<file path="src/rtl/cnn_pkg.sv">
// Shared CNN definitions.
// Purpose : geometry constants for the pooled feature maps, the signed 8-bit
//           sample type shared with the memory banks, and the state
//           encoding of the fully connected output stage.
// Ports   : none (package).
package cnn_pkg;

    localparam int IMG_W         = 28;            // full-resolution row pitch in a bank
    localparam int POOL_DIM      = 14;            // pooled map is POOL_DIM x POOL_DIM
    localparam int FEAT_PER_CH   = 196;           // pooled features per channel
    localparam int PAIRS_PER_CH  = 98;            // two features fetched per cycle
    localparam int PAIRS_PER_ROW = POOL_DIM / 2;  // 7 pairs per pooled row

    typedef logic signed [7:0] data8_t;

    typedef enum logic [2:0] {
        FC_IDLE,
        FC_READ,
        FC_DRAIN1,
        FC_DRAIN2,
        FC_EMIT,
        FC_FIN
    } fc_state_t;

endpackage

</file>
<file path="src/rtl/fc_classifier_if.sv">
// Bus bundle of the fully connected classifier.
// Purpose : groups start, the broadcast bank read port, the weight/bias ROM
//           ports and the result outputs.
// Ports   : master = classifier side (drives addresses and results),
//           slave  = environment side (banks, ROMs, result consumer).
interface fc_classifier_if #(
    parameter int CH    = 8,
    parameter int ACC_W = 26
);
    import cnn_pkg::*;

    logic                    start;
    logic                    load;
    logic [9:0]              addr1;
    logic [9:0]              addr2;
    logic [CH*8-1:0]         data1_bus;
    logic [CH*8-1:0]         data2_bus;
    logic [13:0]             w_addr1;
    logic [13:0]             w_addr2;
    data8_t                  w_data1;
    data8_t                  w_data2;
    logic [3:0]              b_addr;
    data8_t                  b_data;
    logic                    out_valid;
    logic [3:0]              out_class;
    logic signed [ACC_W-1:0] out_logit;
    logic                    done;
    logic [3:0]              pred_class;
    logic                    busy;

    modport master (
        input  start, data1_bus, data2_bus, w_data1, w_data2, b_data,
        output load, addr1, addr2, w_addr1, w_addr2, b_addr,
               out_valid, out_class, out_logit, done, pred_class, busy
    );

    modport slave (
        output start, data1_bus, data2_bus, w_data1, w_data2, b_data,
        input  load, addr1, addr2, w_addr1, w_addr2, b_addr,
               out_valid, out_class, out_logit, done, pred_class, busy
    );

endinterface

</file>
<file path="src/rtl/fc_addr_gen.sv">
// Address generator for the fully connected stage.
// Purpose : holds the class (k), channel (c) and pair counters and derives
//           the bank, weight and bias addresses of the pair being read.
// Ports   : clk, rst              - clock, async active-high reset
//           clear                 - restart at k=0, c=0, p=0
//           advance               - step to the next pair (wraps into c)
//           next_class            - k+1, c=0, p=0
//           addr1/addr2           - bank addresses of the current pair
//           w_addr1/w_addr2       - weight ROM addresses of the current pair
//           b_addr                - bias address (= k)
//           chan                  - channel of the current pair
//           last_pair/last_class  - final pair of the class / final class
module fc_addr_gen
    import cnn_pkg::*;
#(
    parameter int CH      = 8,
    parameter int N_CLASS = 10,
    parameter int CH_W    = 3
) (
    input  logic            clk,
    input  logic            rst,
    input  logic            clear,
    input  logic            advance,
    input  logic            next_class,
    output logic [9:0]      addr1,
    output logic [9:0]      addr2,
    output logic [13:0]     w_addr1,
    output logic [13:0]     w_addr2,
    output logic [3:0]      b_addr,
    output logic [CH_W-1:0] chan,
    output logic            last_pair,
    output logic            last_class
);

    // The pair index p is kept as pooled row r and column-pair q so that no
    // divide by 7 is needed.
    logic [3:0]      k_q, k_d;
    logic [CH_W-1:0] c_q, c_d;
    logic [3:0]      r_q, r_d;
    logic [2:0]      q_q, q_d;
    logic [6:0]      p_d;
    logic [9:0]      addr1_q, addr1_d, addr2_q, addr2_d;
    logic [13:0]     w_addr1_q, w_addr1_d, w_addr2_q, w_addr2_d;

    always_comb begin
        k_d = k_q;
        c_d = c_q;
        r_d = r_q;
        q_d = q_q;
        if (clear) begin
            k_d = '0;
            c_d = '0;
            r_d = '0;
            q_d = '0;
        end else if (next_class) begin
            k_d = k_q + 4'd1;
            c_d = '0;
            r_d = '0;
            q_d = '0;
        end else if (advance) begin
            if (q_q == 3'(PAIRS_PER_ROW - 1)) begin
                q_d = '0;
                if (r_q == 4'(POOL_DIM - 1)) begin
                    r_d = '0;
                    c_d = c_q + CH_W'(1);
                end else begin
                    r_d = r_q + 4'd1;
                end
            end else begin
                q_d = q_q + 3'd1;
            end
        end

        p_d = 7'(r_d) * 7'(PAIRS_PER_ROW) + 7'(q_d);

        // Pooled pixels live at even columns of even rows: pooled (r, 2q)
        // is full-res (2r, 4q), so the stride is two image rows per r.
        addr1_d   = 10'(r_d) * 10'(2 * IMG_W) + 10'(q_d) * 10'd4;
        addr2_d   = addr1_d + 10'd2;
        w_addr1_d = 14'(k_d) * 14'(CH * FEAT_PER_CH)
                  + 14'(c_d) * 14'(FEAT_PER_CH)
                  + 14'(p_d) * 14'd2;
        w_addr2_d = w_addr1_d + 14'd1;
    end

    always_ff @(posedge clk or posedge rst) begin
        if (rst) begin
            k_q       <= '0;
            c_q       <= '0;
            r_q       <= '0;
            q_q       <= '0;
            addr1_q   <= '0;
            addr2_q   <= '0;
            w_addr1_q <= '0;
            w_addr2_q <= '0;
        end else begin
            k_q       <= k_d;
            c_q       <= c_d;
            r_q       <= r_d;
            q_q       <= q_d;
            addr1_q   <= addr1_d;
            addr2_q   <= addr2_d;
            w_addr1_q <= w_addr1_d;
            w_addr2_q <= w_addr2_d;
        end
    end

    assign addr1      = addr1_q;
    assign addr2      = addr2_q;
    assign w_addr1    = w_addr1_q;
    assign w_addr2    = w_addr2_q;
    assign b_addr     = k_q;
    assign chan       = c_q;
    assign last_pair  = (q_q == 3'(PAIRS_PER_ROW - 1)) && (r_q == 4'(POOL_DIM - 1))
                     && (c_q == CH_W'(CH - 1));
    assign last_class = (k_q == 4'(N_CLASS - 1));

endmodule

</file>
<file path="src/rtl/fc_classifier.sv">
// Fully connected output stage.
// Purpose : after start, streams every channel's 14x14 pooled map two
//           pixels per cycle, multiply-accumulates against signed weights,
//           adds a per-class bias, emits one logit per class and finally
//           the argmax class.
// Ports   : clk  - clock
//           rst  - asynchronous active-high reset
//           bus  - fc_classifier_if.master: start, bank/weight/bias read
//                  ports, out_valid/out_class/out_logit, done, pred_class,
//                  busy
module fc_classifier
    import cnn_pkg::*;
#(
    parameter int CH      = 8,
    parameter int N_CLASS = 10,
    parameter int ACC_W   = 26
) (
    input logic             clk,
    input logic             rst,
    fc_classifier_if.master bus
);

    localparam int CH_W = (CH > 1) ? $clog2(CH) : 1;

    fc_state_t               state_q, state_d;
    logic                    load_q, load_d;
    logic                    busy_q, busy_d;
    logic                    done_q, done_d;
    logic                    out_valid_q, out_valid_d;
    logic [3:0]              out_class_q, out_class_d;
    logic signed [ACC_W-1:0] out_logit_q, out_logit_d;
    logic [3:0]              pred_q, pred_d;
    logic signed [ACC_W-1:0] max_q, max_d;
    logic signed [ACC_W-1:0] acc_q, acc_d;
    logic signed [ACC_W-1:0] logit;

    // Two-stage pipeline: stage 1 is the cycle the bank/ROM data is on the
    // bus, stage 2 holds the registered product sum.
    logic                    valid1_q, valid1_d;
    logic [CH_W-1:0]         ch1_q, ch1_d;
    logic                    valid2_q, valid2_d;
    logic signed [16:0]      prod_q, prod_d;
    logic signed [15:0]      mul1, mul2;

    logic                    clear, advance, next_class;
    logic [CH_W-1:0]         chan;
    logic [3:0]              k_cur;
    logic                    last_pair, last_class;

    data8_t data1_ch [CH];
    data8_t data2_ch [CH];

    genvar gi;
    generate
        for (gi = 0; gi < CH; gi++) begin : g_unpack
            assign data1_ch[gi] = bus.data1_bus[8*gi +: 8];
            assign data2_ch[gi] = bus.data2_bus[8*gi +: 8];
        end
    endgenerate

    fc_addr_gen #(
        .CH      (CH),
        .N_CLASS (N_CLASS),
        .CH_W    (CH_W)
    ) u_addr_gen (
        .clk        (clk),
        .rst        (rst),
        .clear      (clear),
        .advance    (advance),
        .next_class (next_class),
        .addr1      (bus.addr1),
        .addr2      (bus.addr2),
        .w_addr1    (bus.w_addr1),
        .w_addr2    (bus.w_addr2),
        .b_addr     (k_cur),
        .chan       (chan),
        .last_pair  (last_pair),
        .last_class (last_class)
    );

    always_comb begin
        state_d     = state_q;
        clear       = 1'b0;
        advance     = 1'b0;
        next_class  = 1'b0;
        out_valid_d = 1'b0;
        out_class_d = out_class_q;
        out_logit_d = out_logit_q;
        pred_d      = pred_q;
        max_d       = max_q;
        logit       = '0;

        valid1_d = (state_q == FC_READ);
        ch1_d    = chan;
        valid2_d = valid1_q;
        mul1     = 16'(data1_ch[ch1_q]) * 16'(bus.w_data1);
        mul2     = 16'(data2_ch[ch1_q]) * 16'(bus.w_data2);
        prod_d   = 17'(mul1) + 17'(mul2);

        acc_d = valid2_q ? (acc_q + ACC_W'(prod_q)) : acc_q;

        case (state_q)
            FC_IDLE: begin
                if (bus.start) begin
                    state_d = FC_READ;
                    clear   = 1'b1;
                    acc_d   = '0;
                    max_d   = '0;
                end
            end
            FC_READ: begin
                if (last_pair) begin
                    state_d = FC_DRAIN1;
                end else begin
                    advance = 1'b1;
                end
            end
            FC_DRAIN1: state_d = FC_DRAIN2;
            FC_DRAIN2: begin
                // The final accumulate lands on this edge, so the logit is
                // formed from acc_d to have it registered during EMIT.
                state_d     = FC_EMIT;
                logit       = acc_d + ACC_W'(bus.b_data);
                out_valid_d = 1'b1;
                out_class_d = k_cur;
                out_logit_d = logit;
                // Strict compare: ties keep the lower class index.
                if ((k_cur == 4'd0) || (logit > max_q)) begin
                    max_d  = logit;
                    pred_d = k_cur;
                end
            end
            FC_EMIT: begin
                acc_d = '0;
                if (last_class) begin
                    state_d = FC_FIN;
                end else begin
                    state_d    = FC_READ;
                    next_class = 1'b1;
                end
            end
            FC_FIN:  state_d = FC_IDLE;
            default: state_d = FC_IDLE;
        endcase

        load_d = (state_d == FC_READ);
        busy_d = (state_d != FC_IDLE);
        done_d = (state_d == FC_FIN);
    end

    always_ff @(posedge clk or posedge rst) begin
        if (rst) begin
            state_q     <= FC_IDLE;
            load_q      <= 1'b0;
            busy_q      <= 1'b0;
            done_q      <= 1'b0;
            out_valid_q <= 1'b0;
            out_class_q <= '0;
            out_logit_q <= '0;
            pred_q      <= '0;
            max_q       <= '0;
            acc_q       <= '0;
            valid1_q    <= 1'b0;
            ch1_q       <= '0;
            valid2_q    <= 1'b0;
            prod_q      <= '0;
        end else begin
            state_q     <= state_d;
            load_q      <= load_d;
            busy_q      <= busy_d;
            done_q      <= done_d;
            out_valid_q <= out_valid_d;
            out_class_q <= out_class_d;
            out_logit_q <= out_logit_d;
            pred_q      <= pred_d;
            max_q       <= max_d;
            acc_q       <= acc_d;
            valid1_q    <= valid1_d;
            ch1_q       <= ch1_d;
            valid2_q    <= valid2_d;
            prod_q      <= prod_d;
        end
    end

    assign bus.load       = load_q;
    assign bus.busy       = busy_q;
    assign bus.done       = done_q;
    assign bus.out_valid  = out_valid_q;
    assign bus.out_class  = out_class_q;
    assign bus.out_logit  = out_logit_q;
    assign bus.pred_class = pred_q;
    assign bus.b_addr     = k_cur;

endmodule

</file>
<file path="src/flat_wrapper.sv">
// flat-port wrapper written by rule: the top's interface ports become plain ports
module fc_classifier_flat import cnn_pkg::*;
#(
    parameter int CH      = 8,
    parameter int N_CLASS = 10,
    parameter int ACC_W   = 26
)
  (clk, rst, bus_start, bus_data1_bus, bus_data2_bus, bus_w_data1, bus_w_data2, bus_b_data, bus_load, bus_addr1, bus_addr2, bus_w_addr1, bus_w_addr2, bus_b_addr, bus_out_valid, bus_out_class, bus_out_logit, bus_done, bus_pred_class, bus_busy);
  fc_classifier_if #(.CH(CH), .ACC_W(ACC_W)) bus_i ();
  input logic clk;
  input logic rst;
  input wire logic [$bits(bus_i.start)-1:0] bus_start;
  input wire logic [$bits(bus_i.data1_bus)-1:0] bus_data1_bus;
  input wire logic [$bits(bus_i.data2_bus)-1:0] bus_data2_bus;
  input wire logic [$bits(bus_i.w_data1)-1:0] bus_w_data1;
  input wire logic [$bits(bus_i.w_data2)-1:0] bus_w_data2;
  input wire logic [$bits(bus_i.b_data)-1:0] bus_b_data;
  output wire logic [$bits(bus_i.load)-1:0] bus_load;
  output wire logic [$bits(bus_i.addr1)-1:0] bus_addr1;
  output wire logic [$bits(bus_i.addr2)-1:0] bus_addr2;
  output wire logic [$bits(bus_i.w_addr1)-1:0] bus_w_addr1;
  output wire logic [$bits(bus_i.w_addr2)-1:0] bus_w_addr2;
  output wire logic [$bits(bus_i.b_addr)-1:0] bus_b_addr;
  output wire logic [$bits(bus_i.out_valid)-1:0] bus_out_valid;
  output wire logic [$bits(bus_i.out_class)-1:0] bus_out_class;
  output wire logic [$bits(bus_i.out_logit)-1:0] bus_out_logit;
  output wire logic [$bits(bus_i.done)-1:0] bus_done;
  output wire logic [$bits(bus_i.pred_class)-1:0] bus_pred_class;
  output wire logic [$bits(bus_i.busy)-1:0] bus_busy;
  assign bus_i.start = bus_start;
  assign bus_i.data1_bus = bus_data1_bus;
  assign bus_i.data2_bus = bus_data2_bus;
  assign bus_i.w_data1 = bus_w_data1;
  assign bus_i.w_data2 = bus_w_data2;
  assign bus_i.b_data = bus_b_data;
  assign bus_load = bus_i.load;
  assign bus_addr1 = bus_i.addr1;
  assign bus_addr2 = bus_i.addr2;
  assign bus_w_addr1 = bus_i.w_addr1;
  assign bus_w_addr2 = bus_i.w_addr2;
  assign bus_b_addr = bus_i.b_addr;
  assign bus_out_valid = bus_i.out_valid;
  assign bus_out_class = bus_i.out_class;
  assign bus_out_logit = bus_i.out_logit;
  assign bus_done = bus_i.done;
  assign bus_pred_class = bus_i.pred_class;
  assign bus_busy = bus_i.busy;
  fc_classifier #(.CH(CH), .N_CLASS(N_CLASS), .ACC_W(ACC_W)) u_core (.clk(clk), .rst(rst), .bus(bus_i));
endmodule
</file>
<file path="config.mk">
export PLATFORM = sky130hd
export DESIGN_NAME = fc_classifier_flat
export DESIGN_NICKNAME = d
export VERILOG_FILES = /design/src/rtl/cnn_pkg.sv /design/src/rtl/fc_classifier_if.sv /design/src/rtl/fc_addr_gen.sv /design/src/rtl/fc_classifier.sv /design/src/flat_wrapper.sv
export SDC_FILE = /design/constraint.sdc
export NUM_CORES = 1
export LEC_CHECK = 0
export CAP_MARGIN = 5
export CORE_MARGIN = 2
export CORE_UTILIZATION = 51
export CTS_CLUSTER_DIAMETER = 80
export CTS_CLUSTER_SIZE = 25
export DETAILED_ROUTE_END_ITERATION = 8
export GPL_TIMING_DRIVEN = 0
export PLACE_DENSITY = 0.91
export SKIP_LAST_GASP = 1
export SYNTH_ARGS = -nofsm -noshare
export SYNTH_HDL_FRONTEND = slang
export SYNTH_SLANG_ARGS = --single-unit
</file>
<file path="constraint.sdc">
create_clock -name clk -period 6.9 [get_ports clk]
set_input_delay 1.38 -clock clk [delete_from_list [all_inputs] [get_ports clk]]
set_output_delay 1.38 -clock clk [all_outputs]
set_load 0.005 [all_outputs]
</file>
==> metrics.txt <==
first-pass GRT wire length 72730 microns; fin crit period 7.211 ns; FILL cells 2027; Total Wirelength 50370 microns; total global-route track usage 27.23%; top cells by area, synth dfrtp_1 23%, fa_1 19%, ha_1 14%; DR pass1 iterations 6; mux share of post-synthesis cell area 9.121%; Clk pin slew, worst setup/hold paths 0.06 ns; placed inst area 0.01955 sq mm; period utilisation layout 104.5%; crit path launch type primary input; Synth Area per Inst 9.912 sq um; delay-heaviest family, CP adder cells; kind of critical path primary input to register; register bit total from synthesis 150; Hold WC Path Type register to register; pre-CTS setup slack -1.451 ns; most frequent cells after synthesis 270 x inv_1, 180 x ha_1, 156 x fa_1, 150 x dfrtp_1, 125 x nand2_1; 1st-iter DRT viols 1089; hpwl dp 34790 microns; fmax 0.1387 GHz; share of cells above drive strength 1 18.67%; Clock Latency Late Sink 0.44 ns; # IOs 245; CTS tree yes; Simple-Gate Fraction of Synth Area 12.38%; Worst Path Max Fanout 5; Buf/Inv on CP 6; Post-Syn Area 0.01654 sq mm; gr ovfl total 0; CTS root buf clkbuf_16; asr flop ratio synth 100.0%; largest buffer count on any clock path 2; adder-cell share of the synthesized area 32.49%; row cnt 65; Cell variety after synth 71; Max stage delay on crit path 0.64 ns; H-tree depth 4; max-cap viol count 0; Final Instance Area 0.02187 sq mm; Yosys top cell area share 22.69%; Final Skew 0.01233 ns; ANT nets after route 0; XOR/XNOR Fraction of Synth Area 4.908%; Cells after Synth 1669; most frequent CP cell fa_1; main combinational cell family by area after synthesis adder cells; Multi-input gate area 0.01228 sq mm; Placed Cells 2314; WP data required 7.20 ns; DIE AREA 0.03389 sq mm; core area 0.03172 sq mm; vias in the first global route 14763; die width 184.1 microns; Die Y 184.1 microns; DR WL/cell 20.79 microns; Compound-Gate Fraction of Synth Area 10.13%; Area growth syn-to-layout 32.17%; Yosys Warn Count 0; non-filler cells in the finished layout 2423; clock sink total 150; initial antenna violation count 2; gp weighted congestion 0.9486; Max Slew Vio Count 0; Slew @ Worst Pin 1.111 ns; Post-synth EDFFs 0; final net count 2497; via-per-instance ratio 5.872; # hold bufs at CTS 0; final setup violation count 4; pin count of the biggest net entering global routing 80; Rel. slew slack 25.82%; failing checks negative setup slack; cts bufs inserted 17; Synth area leader dfrtp_1; input/output buffers 239; Seq/Total Area, Yosys 22.69%; vias post-DR 14228; Residual DRC 0; most common cell in the netlist inv_1; RSZ-0062 raised after global routing yes; CP Cell Sequence dlygate4sd2_1 > mux4_2 > mux2_4 > and2_4 > fa_1 > inv_1 > fa_1 > inv_2 > fa_1 > inv_1 > fa_1 > fa_1 > inv_1 > fa_1 > ha_4 > inv_4 > o21bai_4 > a211oi_4 > nor2_2 > o311a_1 > a211oi_2; Critical-path top delay cell fa_1; Fin. Hold Viols 0; CP endpoint kind register; Initial Util 52.16%; critical path arrival 7.51 ns; status finished with violations; FF/Latch Area 0.003755 sq mm; Final WS setup -0.3106 ns; top_reg_cell synth dfrtp_1
==> registers in the layout, summed over array words and instances (netlist names), 3 cells and up <==
signal and count:
u_core.acc_q 26, u_core.bus.out_logit 26, u_core.max_q 26, u_core.prod_q 17, u_core.u_addr_gen.w_addr2 13, u_core.u_addr_gen.addr1 6, u_core.bus.out_class 4, u_core.bus.pred_class 4
u_core.u_addr_gen.b_addr 4, u_core.u_addr_gen.r_q 4, u_core.ch1_q 3, u_core.state_q 3, u_core.u_addr_gen.chan 3, u_core.u_addr_gen.q_q 3
==> cell usage in the layout, fill, tap and decap left out, types with 10 or more instances in the layout <==
cell type / synthesis / routed
o21ai_0: 37 / 30
buf_4: 28 / 84
nand3_1: 23 / 22
nor3_1: 13 / 12
fa_1: 156 / 142
clkbuf_1: 24 / 24
xor2_1: 28 / 28
clkdlybuf4s15_1: 0 / 10
o21bai_1: 17 / 13
fa_2: 0 / 14
clkbuf_16: 0 / 17
inv_1: 270 / 245
nand2_1: 125 / 121
inv_2: 0 / 20
a21oi_1: 77 / 64
mux2i_1: 33 / 23
o21a_1: 10 / 10
mux2i_4: 0 / 10
nand2b_1: 32 / 27
and2_1: 25 / 16
mux2_4: 8 / 14
a21oi_2: 0 / 10
mux4_2: 32 / 32
clkdlybuf4s50_1: 0 / 128
a21o_1: 44 / 44
mux2_2: 27 / 21
ha_4: 0 / 16
dfrtp_1: 150 / 149
ha_1: 180 / 157
buf_6: 1 / 21
dlymetal6s2s_1: 0 / 93
xnor2_1: 62 / 59
nor2_1: 48 / 43
nor2b_1: 75 / 67
==> area by class of cell <==
type                            instances  area share (%)
Clock buffer                           21           2.060
Clock inverter                         11          0.6809
Inverter                              271           4.721
Timing Repair Buffer                  317           15.19
Buffer                                 59           1.671
Multi-Input combinational cell       1190           56.18
Sequential cell                       150           17.17
Tap cell                              402           2.300
Antenna cell                            2         0.02289
==> logic make-up (layout without fill, tap and decap cells) <==
| family | Yosys count | count (layout) |
|---|---|---|
| compound gates | 258 | 258 |
| mux | 103 | 103 |
| other cells | 2 | 7 |
| simple gates | 397 | 397 |
| fa+ha+maj | 336 | 336 |
| flops | 150 | 150 |
| xor+xnor | 91 | 91 |
| buf+inv | 332 | 679 |
==> per-layer routing <==
metal | GRT usage [%] | up-vias | share of wire, %
li1 | - | 6189 | -
met1 | 30.17 | 6924 | 36
met2 | 50.02 | 846 | 51
met3 | 4.920 | 269 | 6.7
met4 | 13.66 | 0 | 6.7
met5 | 0 | - | 0
==> final timing paths <==
path | start | endpoint | slack, ns | cells past startpoint
min reg2reg | u_core.valid1_q | u_core.valid2_q | 0.36 | 0
max reg2reg | u_core.ch1_q[2] | u_core.prod_q[16] | -0.12 | 23
min in group asynchronous | rst | u_core.bus.done | 1.42 | 2
max | bus_data2_bus[7] | u_core.prod_q[16] | -0.31 | 21
max in group asynchronous | rst | u_core.prod_q[11] | 4.65 | 3
min | u_core.valid1_q | u_core.valid2_q | 0.36 | 0
==> worst register-to-register path, cell delays in order (launching register included) <==
cell and delay [ns]:
dfrtp_1 0.38, buf_1 0.50, clkbuf_4 0.55, mux2i_4 0.13
buf_6 0.16, buf_6 0.11, and2_4 0.16, fa_1 0.66
inv_1 0.11, fa_1 0.55, inv_2 0.05, fa_1 0.55
inv_1 0.06, fa_1 0.48, fa_1 0.52, inv_1 0.05
fa_1 0.48, ha_4 0.28, inv_4 0.06, o21bai_4 0.07
a211oi_4 0.26, nor2_2 0.08, o311a_1 0.30, a211oi_2 0.31
==> what timing repair did <==
item	CTS	global route
pin swaps	62	92
setup endpoints to repair	44	39
gates resized for setup	103	253
buffers inserted	43	34
==> stage by stage <==
step	hold slack (ns)	util [%]	setup TNS, ns
2_1_floorplan	0.3312	-	0
3_3_place_gp	0.3370	61.52	-88.54
3_5_place_dp	0.3441	61.62	-25.10
4_1_cts	0.3556	65.66	-0.1063
5_1_grt	0.3606	68.94	-2.512
6_report	0.3589	68.94	-0.8480
Power is left out: the tool's default activity adds up to more than one toggle a clock period on the data nets, which glitch-free logic cannot reach.
